### src/rtl/pipe_stage_reg.sv
// Inter-stage pipeline register with valid/ready handshake and a 2-entry skid buffer.
// Define PIPE_STALL_CNT_EN to add the saturating stall_cnt output.
module pipe_stage_reg #(
    parameter int unsigned DATA_W = 64,
    parameter int unsigned N_DATA = 3,
    parameter int unsigned REG_W  = 5,
    parameter int unsigned CTRL_W = 12
) (
    input  logic                     clk,
    input  logic                     reset,
    input  logic                     in_valid,
    output logic                     in_ready,
    input  logic [N_DATA*DATA_W-1:0] in_data,
    input  logic [REG_W-1:0]         in_rd,
    input  logic [CTRL_W-1:0]        in_ctrl,
    input  logic                     flush,
    output logic                     out_valid,
    input  logic                     out_ready,
    output logic [N_DATA*DATA_W-1:0] out_data,
    output logic [REG_W-1:0]         out_rd,
    output logic [CTRL_W-1:0]        out_ctrl
`ifdef PIPE_STALL_CNT_EN
    ,
    output logic [15:0]              stall_cnt
`endif
);

    localparam int unsigned BUS_W = N_DATA * DATA_W;

    typedef enum logic [1:0] {
        S_EMPTY = 2'd0,
        S_ONE   = 2'd1,
        S_TWO   = 2'd2
    } state_t;

    state_t r_state;
    state_t w_state_nxt;

    logic              r_in_ready;
    logic              r_out_valid;
    logic [BUS_W-1:0]  r_main_data;
    logic [REG_W-1:0]  r_main_rd;
    logic [CTRL_W-1:0] r_main_ctrl;
    logic [BUS_W-1:0]  r_skid_data;
    logic [REG_W-1:0]  r_skid_rd;
    logic [CTRL_W-1:0] r_skid_ctrl;

    logic w_accept;
    logic w_retire;
    logic w_load_main;
    logic w_load_skid;
    logic w_move_skid;

    assign w_accept = in_valid & r_in_ready;
    assign w_retire = r_out_valid & out_ready;

    // State register
    always_ff @(posedge clk) begin
        if (reset) begin
            r_state <= S_EMPTY;
        end else begin
            r_state <= w_state_nxt;
        end
    end

    // Next-state logic; flush overrides every other event
    always_comb begin
        w_state_nxt = r_state;
        case (r_state)
            S_EMPTY: if (w_accept) w_state_nxt = S_ONE;
            S_ONE: begin
                if (w_accept && !w_retire)      w_state_nxt = S_TWO;
                else if (w_retire && !w_accept) w_state_nxt = S_EMPTY;
            end
            S_TWO:   if (w_retire) w_state_nxt = S_ONE;
            default: w_state_nxt = S_EMPTY;
        endcase
        if (flush) w_state_nxt = S_EMPTY;
    end

    // Datapath load controls
    always_comb begin
        w_load_main = 1'b0;
        w_load_skid = 1'b0;
        w_move_skid = 1'b0;
        if (!flush) begin
            case (r_state)
                S_EMPTY: w_load_main = w_accept;
                S_ONE: begin
                    w_load_main = w_accept & w_retire;
                    w_load_skid = w_accept & ~w_retire;
                end
                S_TWO:   w_move_skid = w_retire;
                default: ;
            endcase
        end
    end

    // Entry storage; main ctrl is zeroed whenever the stage goes empty so bubbles carry no control
    always_ff @(posedge clk) begin
        if (reset) begin
            r_in_ready  <= 1'b1;
            r_out_valid <= 1'b0;
            r_main_data <= '0;
            r_main_rd   <= '0;
            r_main_ctrl <= '0;
            r_skid_data <= '0;
            r_skid_rd   <= '0;
            r_skid_ctrl <= '0;
        end else begin
            r_in_ready  <= (w_state_nxt != S_TWO);
            r_out_valid <= (w_state_nxt != S_EMPTY);
            if (w_load_main) begin
                r_main_data <= in_data;
                r_main_rd   <= in_rd;
                r_main_ctrl <= in_ctrl;
            end else if (w_move_skid) begin
                r_main_data <= r_skid_data;
                r_main_rd   <= r_skid_rd;
                r_main_ctrl <= r_skid_ctrl;
            end else if (w_state_nxt == S_EMPTY) begin
                r_main_ctrl <= '0;
            end
            if (w_load_skid) begin
                r_skid_data <= in_data;
                r_skid_rd   <= in_rd;
                r_skid_ctrl <= in_ctrl;
            end else if (w_move_skid) begin
                r_skid_data <= '0;
                r_skid_rd   <= '0;
                r_skid_ctrl <= '0;
            end
        end
    end

    assign in_ready  = r_in_ready;
    assign out_valid = r_out_valid;
    assign out_data  = r_main_data;
    assign out_rd    = r_main_rd;
    assign out_ctrl  = r_main_ctrl;

`ifdef PIPE_STALL_CNT_EN
    logic [15:0] r_stall_cnt;

    // Saturating count of stalled-head cycles; only reset clears it
    always_ff @(posedge clk) begin
        if (reset) begin
            r_stall_cnt <= 16'd0;
        end else if (r_out_valid && !out_ready && (r_stall_cnt != 16'hFFFF)) begin
            r_stall_cnt <= r_stall_cnt + 16'd1;
        end
    end

    assign stall_cnt = r_stall_cnt;
`endif

endmodule
### config.mk
export PLATFORM = sky130hd
export DESIGN_NAME = pipe_stage_reg
export DESIGN_NICKNAME = d
export VERILOG_FILES = /design/src/rtl/pipe_stage_reg.sv
export SDC_FILE = /design/constraint.sdc
export NUM_CORES = 1
export LEC_CHECK = 0
export CAP_MARGIN = 20
export CORE_UTILIZATION = 40
export CTS_BUF_LIST = sky130_fd_sc_hd__clkbuf_4
export CTS_CLUSTER_DIAMETER = 150
export DETAILED_ROUTE_END_ITERATION = 7
export DONT_BUFFER_PORTS = 1
export HOLD_SLACK_MARGIN = 0.15
export MAX_ROUTING_LAYER = met4
export PLACE_DENSITY_LB_ADDON = 0.2
export REMOVE_ABC_BUFFERS = 1
export SLEW_MARGIN = 20
export SYNTH_ARGS = -nofsm -noshare
export SYNTH_HDL_FRONTEND = slang
export SYNTH_SLANG_ARGS = --single-unit
export TNS_END_PERCENT = 10
### constraint.sdc
create_clock -name clk -period 1.6 [get_ports clk]
set_input_delay 0.32 -clock clk [delete_from_list [all_inputs] [get_ports clk]]
set_output_delay 0.32 -clock clk [all_outputs]
set_load 0.01 [all_outputs]
== Word-level counts from Yosys, hierarchy flattened ==
Index checks and enable logic that the tools add are counted.
W data, S select, Z words.
Operators by class
  bitwise logic cells: 5
  eq/ne operators: 3
  reduce and logical (&&, ||, !) cells: 10
  multiplexer cells: 25
Operators by type and width (number)
  $mux W192: 4
  $mux W12: 5
  $mux W5: 4
  $mux W2: 5
  $pmux W2 S3: 1
  $reduce_bool A2 Y1: 3
  $mux W1: 5
  $and A1 B1 Y1: 4
  $logic_not A2 Y1: 2
  $reduce_bool A3 Y1: 1
  $eq A2 B1 Y1 const B: 1
  $eq A2 B2 Y1 const B: 1
  $logic_and A1 B1 Y1: 2
  $logic_not A1 Y1: 2
  $ne A2 B2 Y1 const B: 1
  $pmux W1 S2: 1
  $not A1 Y1: 1
Storage, ports and cells
  bits in registers: 422
  input port bits: 214
  output and inout port bits: 211

== Logic depth before layout (Yosys ltp) ==
  word-level depth: 11
  gate-level depth with buffers: 7
  mapped depth without buffers: 3

== Worst setup path after synthesis ==
No wires, ideal clock.
  kind: reg2reg
  from: register r_state[1]
  to: register r_skid_data[114]
  path slack: 0.003 ns
  library setup time: 0.130 ns
  data arrival time: 1.467 ns
  path buffers: 4
  clock period less this slack: 1.597 ns
  stages on the path, launching flop included: 8
  required time: 1.470 ns
  cells stage by stage: dfxtp_1 buf_2 nand4bb_1 o22ai_1 buf_2 buf_4 buf_4 o32ai_1
Between the ends
  word-level cells in the longest chain between the ends: 4
RTL lines
  start: declaration: RTL line 36  | state_t r_state;
  start signal: assignment: RTL line 62  | r_state <= w_state_nxt;
  $eq A2 B1 Y1 or $eq A2 B2 Y1 (tied branches): RTL line 87  | case (r_state)
  $mux W1: RTL line 87
  $mux W1: RTL line 86  | if (!flush) begin
  $mux W192 or $reduce_bool A2 Y1 (tied branches)
  end signal: assignment: RTL line 125  | r_skid_data <= in_data;
  end: declaration: RTL line 44  | logic [BUS_W-1:0] r_skid_data;
Several ways; a longest one is shown, not always the timed one.
A chain may end at the register's enable or synchronous reset.

== Final worst setup path ==
  from: register r_out_valid, in the netlist out_valid
  to: register r_skid_data[110]
Between the ends
  word-level cells in the longest chain between the ends: 6
RTL lines
  start: declaration: RTL line 40  | logic r_out_valid;
  start signal: assignment: RTL line 112  | r_out_valid <= (w_state_nxt != S_EMPTY);
  $and A1 B1 Y1 (*): RTL line 55  | assign w_retire = r_out_valid & out_ready;
  $not A1 Y1: RTL line 91  | w_load_skid = w_accept & ~w_retire;
  $and A1 B1 Y1: RTL line 91
  $mux W1: RTL line 87
  $mux W1: RTL line 86
  $mux W192 or $reduce_bool A2 Y1 (tied branches)
Every way passes the cells marked *; elsewhere a longest branch is shown, timed or not.

==> qor.txt <==
===============================================================================================
Failing checks ................................................................... negative hold slack, negative setup slack
Leading post-synthesis cells by cell area ........................................ dfxtp_1 49%, o221ai_1 9.5%, nand2_1 8.9%
Mean routed wirelength per cell ..................................................      22.3 µm
RR Endpoint ...................................................................... r_skid_data[110]
Cell area after technology mapping ...............................................   17,300 µm²
Starting density of the core .....................................................        40.9%
Number of enable flip-flop cells after synthesis .................................            0
Io pins ..........................................................................          425
Die Span Y .......................................................................       210 µm
Largest stage delay, worst path ..................................................       350 ps
Remaining global-route overflow ..................................................            0
Number of antenna violations at the first check in global routing ................            3
Aggregate routed wire length .....................................................      69.6 mm
Fin worst setup slack ............................................................      -183 ps
Worst-margin pin slew ............................................................      1020 ps
DP Wirelength ....................................................................      33.9 mm
Number of design rule violations left after detail routing .......................            0
Critical path data arrival time ..................................................      2500 ps
Crit-path max FO .................................................................            8
Hold path startpoint .............................................................        reset
Largest net degree at the start of global routing ................................          226
Core area ........................................................................   42,200 µm²
Result of the run ................................................................ complete, but fails checks
GRT Resource Usage Total .........................................................        27.8%
Standby leakage power ............................................................      10.1 nW
Die Area .........................................................................   44,000 µm²
Setup CP Type .................................................................... flop to flop
Hold crit path type .............................................................. input port to flop
Total number of vias .............................................................       18,710
Highest ir drop seen on vdd ......................................................     0.689 mV
Number of sinks on the clock net .................................................          422
Final-report hold violation count ................................................          186
Max_cap viols ....................................................................            0
Pre-CTS WS .......................................................................      -118 ps
Min cycle time layout ............................................................      1780 ps
Proportion of layout cells with a drive suffix above 1 ...........................        25.2%
Detailed Routing Iterations Pass 1 ...............................................            7
Number of buffers on the longest clock path ......................................            3
IO Port Bufs .....................................................................            0
Syn_area_per_cell ................................................................     8.86 µm²
Worst-path cell with the longest stage delay .....................................      dfxtp_4
Number of flip-flops and latches in the synthesized netlist ......................          422
Initial detailed-routing violation count .........................................        1,604
Most frequently used flop master after synthesis .................................      dfxtp_1
Final GP Congestion ..............................................................        0.828
Post-route insts no fill .........................................................        3,127
Cells after Synth ................................................................        1,948
Tightest slew margin relative to the limit .......................................        31.9%
Worst reg2reg path depth .........................................................            8
Global-route wire length before repair ...........................................      96.2 mm
Post-detailed-route count of antenna-violating nets ..............................            0
Clock Skews ......................................................................      38.9 ps
Cell accounting for the most synthesized area ....................................      dfxtp_1
Most frequent cell after synthesis ...............................................      dfxtp_1
Post-synthesis sequential area ratio .............................................        48.9%
List of most frequent post-synthesis cells ....................................... 422 x dfxtp_1, 409 x nand2_1, 187 x o221ai_1
Share of Yosys cell area claimed by the top area cell type .......................        48.9%
Count of hold buffers inserted by post-cts repair ................................          495
Register cell area after layout ..................................................     9030 µm²
Final Net Count ..................................................................        2,716
Launch point of the worst reg-to-reg path ........................................    out_valid
Highest Clock Rate ...............................................................      561 MHz
Clock input transition at the sequential cells of the worst setup and hold paths .        70 ps
Die extent in x ..................................................................       210 µm
Depth of the CTS H-tree ..........................................................            3
Post-route worst hold slack ......................................................      -404 ps
Worst hold path stage count ......................................................            1
CTS tree .........................................................................          yes
Final-report max-slew violation count ............................................            0
Area of the multi-input gates ....................................................     7610 µm²
Worst setup slack for register-to-register paths .................................      -180 ps
Most used cell along the critical path ...........................................        buf_4
Fraction of synthesis flops using an asynchronous set or reset pin ...............           0%
Period utilisation layout ........................................................         111%
Growth of design area from synthesis to finish ...................................        56.4%
# rows ...........................................................................           75
Hold Crit Endpoint ............................................................... r_skid_data[17]
Insertion delay to the later sink of the worst-skew pair .........................       870 ps
Setup repair after global routing missed its margin ..............................          yes
Number of fill cells .............................................................        3,150
Yosys Warn Count .................................................................            0
Setup violations, final ..........................................................          332
Crit. End Element ................................................................         flop
Clock buffers created by TritonCTS ...............................................          111
Via density ......................................................................         5.98
Vias in the first global route ...................................................       18,015
Post-synth cell types ............................................................           39
Cells along the critical path .................................................... buf_4 -> a21bo_4 -> o22ai_4 -> buf_12 -> buf_16 -> buf_4 -> buf_4 -> o32ai_1
Post-Route Utilization ...........................................................        64.0%
Number of instances in the placed design .........................................        2,375
CP Launch Type ...................................................................         flop
Power per cell area ..............................................................   879 nW/µm²
CTS root buffer ..................................................................     clkbuf_4
WP data required .................................................................      2310 ps
===============================================================================================
[what timing repair did]
action | in CTS | in global routing
setup endpoints to repair | 549 | 579
buffers inserted | 2 | 18
gates resized for setup | 314 | 150
endpoints found under the hold margin | 422 | 186
gates cloned | 1 | 37
pin swaps | 13 | 17
[logic make-up after synthesis]
group / after synthesis / share of synthesized area [%]
xor+xnor: 1 / 0.0507
simple gates: 694 / 19.3
compound gates: 428 / 21.5
flops: 422 / 48.9
buf+inv: 403 / 10.2
[worst max-delay path, delay by kind of cell (launching register included)]
kind            cells  cell delay [ps]
flops               1              350
buf+inv             5              730
compound gates      3              570
[report_power, final]
part	internal [mW]	switching (mW)
clock	4.84	4.66
combinational	1.62	1.42
sequential	10.8	0.412
total	17.2	6.49
[area by class of cell]
class	count	area share, %
flip-flops and latches	422	33.4
repair buffers	668	28.3
multi-input cells	1125	28.2
clock buffers	172	4.78
well taps	539	2.50
inverters	174	2.45
clock inverters	23	0.334
diodes	4	0.0371
[metrics by stage]
| step | TNS, ps | power [mW] | cell area [µm²] | hold slack [ps] |
|---|---|---|---|---|
| 5_1_grt | -45040 | 24.8 | 27000 | -479 |
| 2_1_floorplan | -2533870 | 12.3 | 16200 | 392 |
| 3_5_place_dp | -11910 | 13.0 | 18300 | 414 |
| 6_report | -21570 | 23.7 | 27000 | -404 |
| 3_3_place_gp | -6530 | 13.0 | 18300 | 411 |
| 4_1_cts | -11670 | 23.4 | 25200 | -513 |
[state kept, by name (all words and copies together) (netlist names)]
| signal | cells |
|---|---|
| in_ready | 1 |
| out_ctrl | 12 |
| r_state | 2 |
| out_data | 192 |
| r_skid_rd | 5 |
| r_skid_data | 192 |
| out_valid | 1 |
| r_skid_ctrl | 12 |
| out_rd | 5 |
[worst max path at each step]
stage	startpoint	endpoint	cells after the start
final	out_valid	r_skid_data[110]	8
after CTS	out_valid	out_valid	2
after global placement	out_valid	out_ctrl[0]	4
after global routing	out_valid	out_valid	2
after detailed placement	out_valid	out_ctrl[11]	4
after floorplan	r_state[0]	r_skid_ctrl[0]	3
[routing by layer]
metal  global-route usage (%)  wire, µm
met4                     14.4      2960
met1                     31.7     27300
met3                     7.41      6050
met2                     44.6     33300
met5                        -         0
[cells in the final DEF, fill, tap and decap left out, types with 18 or more instances in the layout]
cell type / Yosys / routed
o221ai_1: 187 / 182
inv_1: 173 / 173
o22ai_2: 1 / 18
nand2_1: 409 / 407
o32ai_1: 172 / 141
buf_6: 21 / 26
dfxtp_2: 0 / 87
dfxtp_1: 422 / 210
clkbuf_4: 0 / 172
o32ai_2: 0 / 29
buf_4: 11 / 63
buf_12: 0 / 41
nand4_1: 160 / 160
dfxtp_4: 0 / 125
nand2b_1: 38 / 37
clkbuf_16: 0 / 31
or3_1: 39 / 37
o22ai_1: 38 / 19
dlygate4sd3_1: 0 / 493
(Power assumes the default switching activity.)
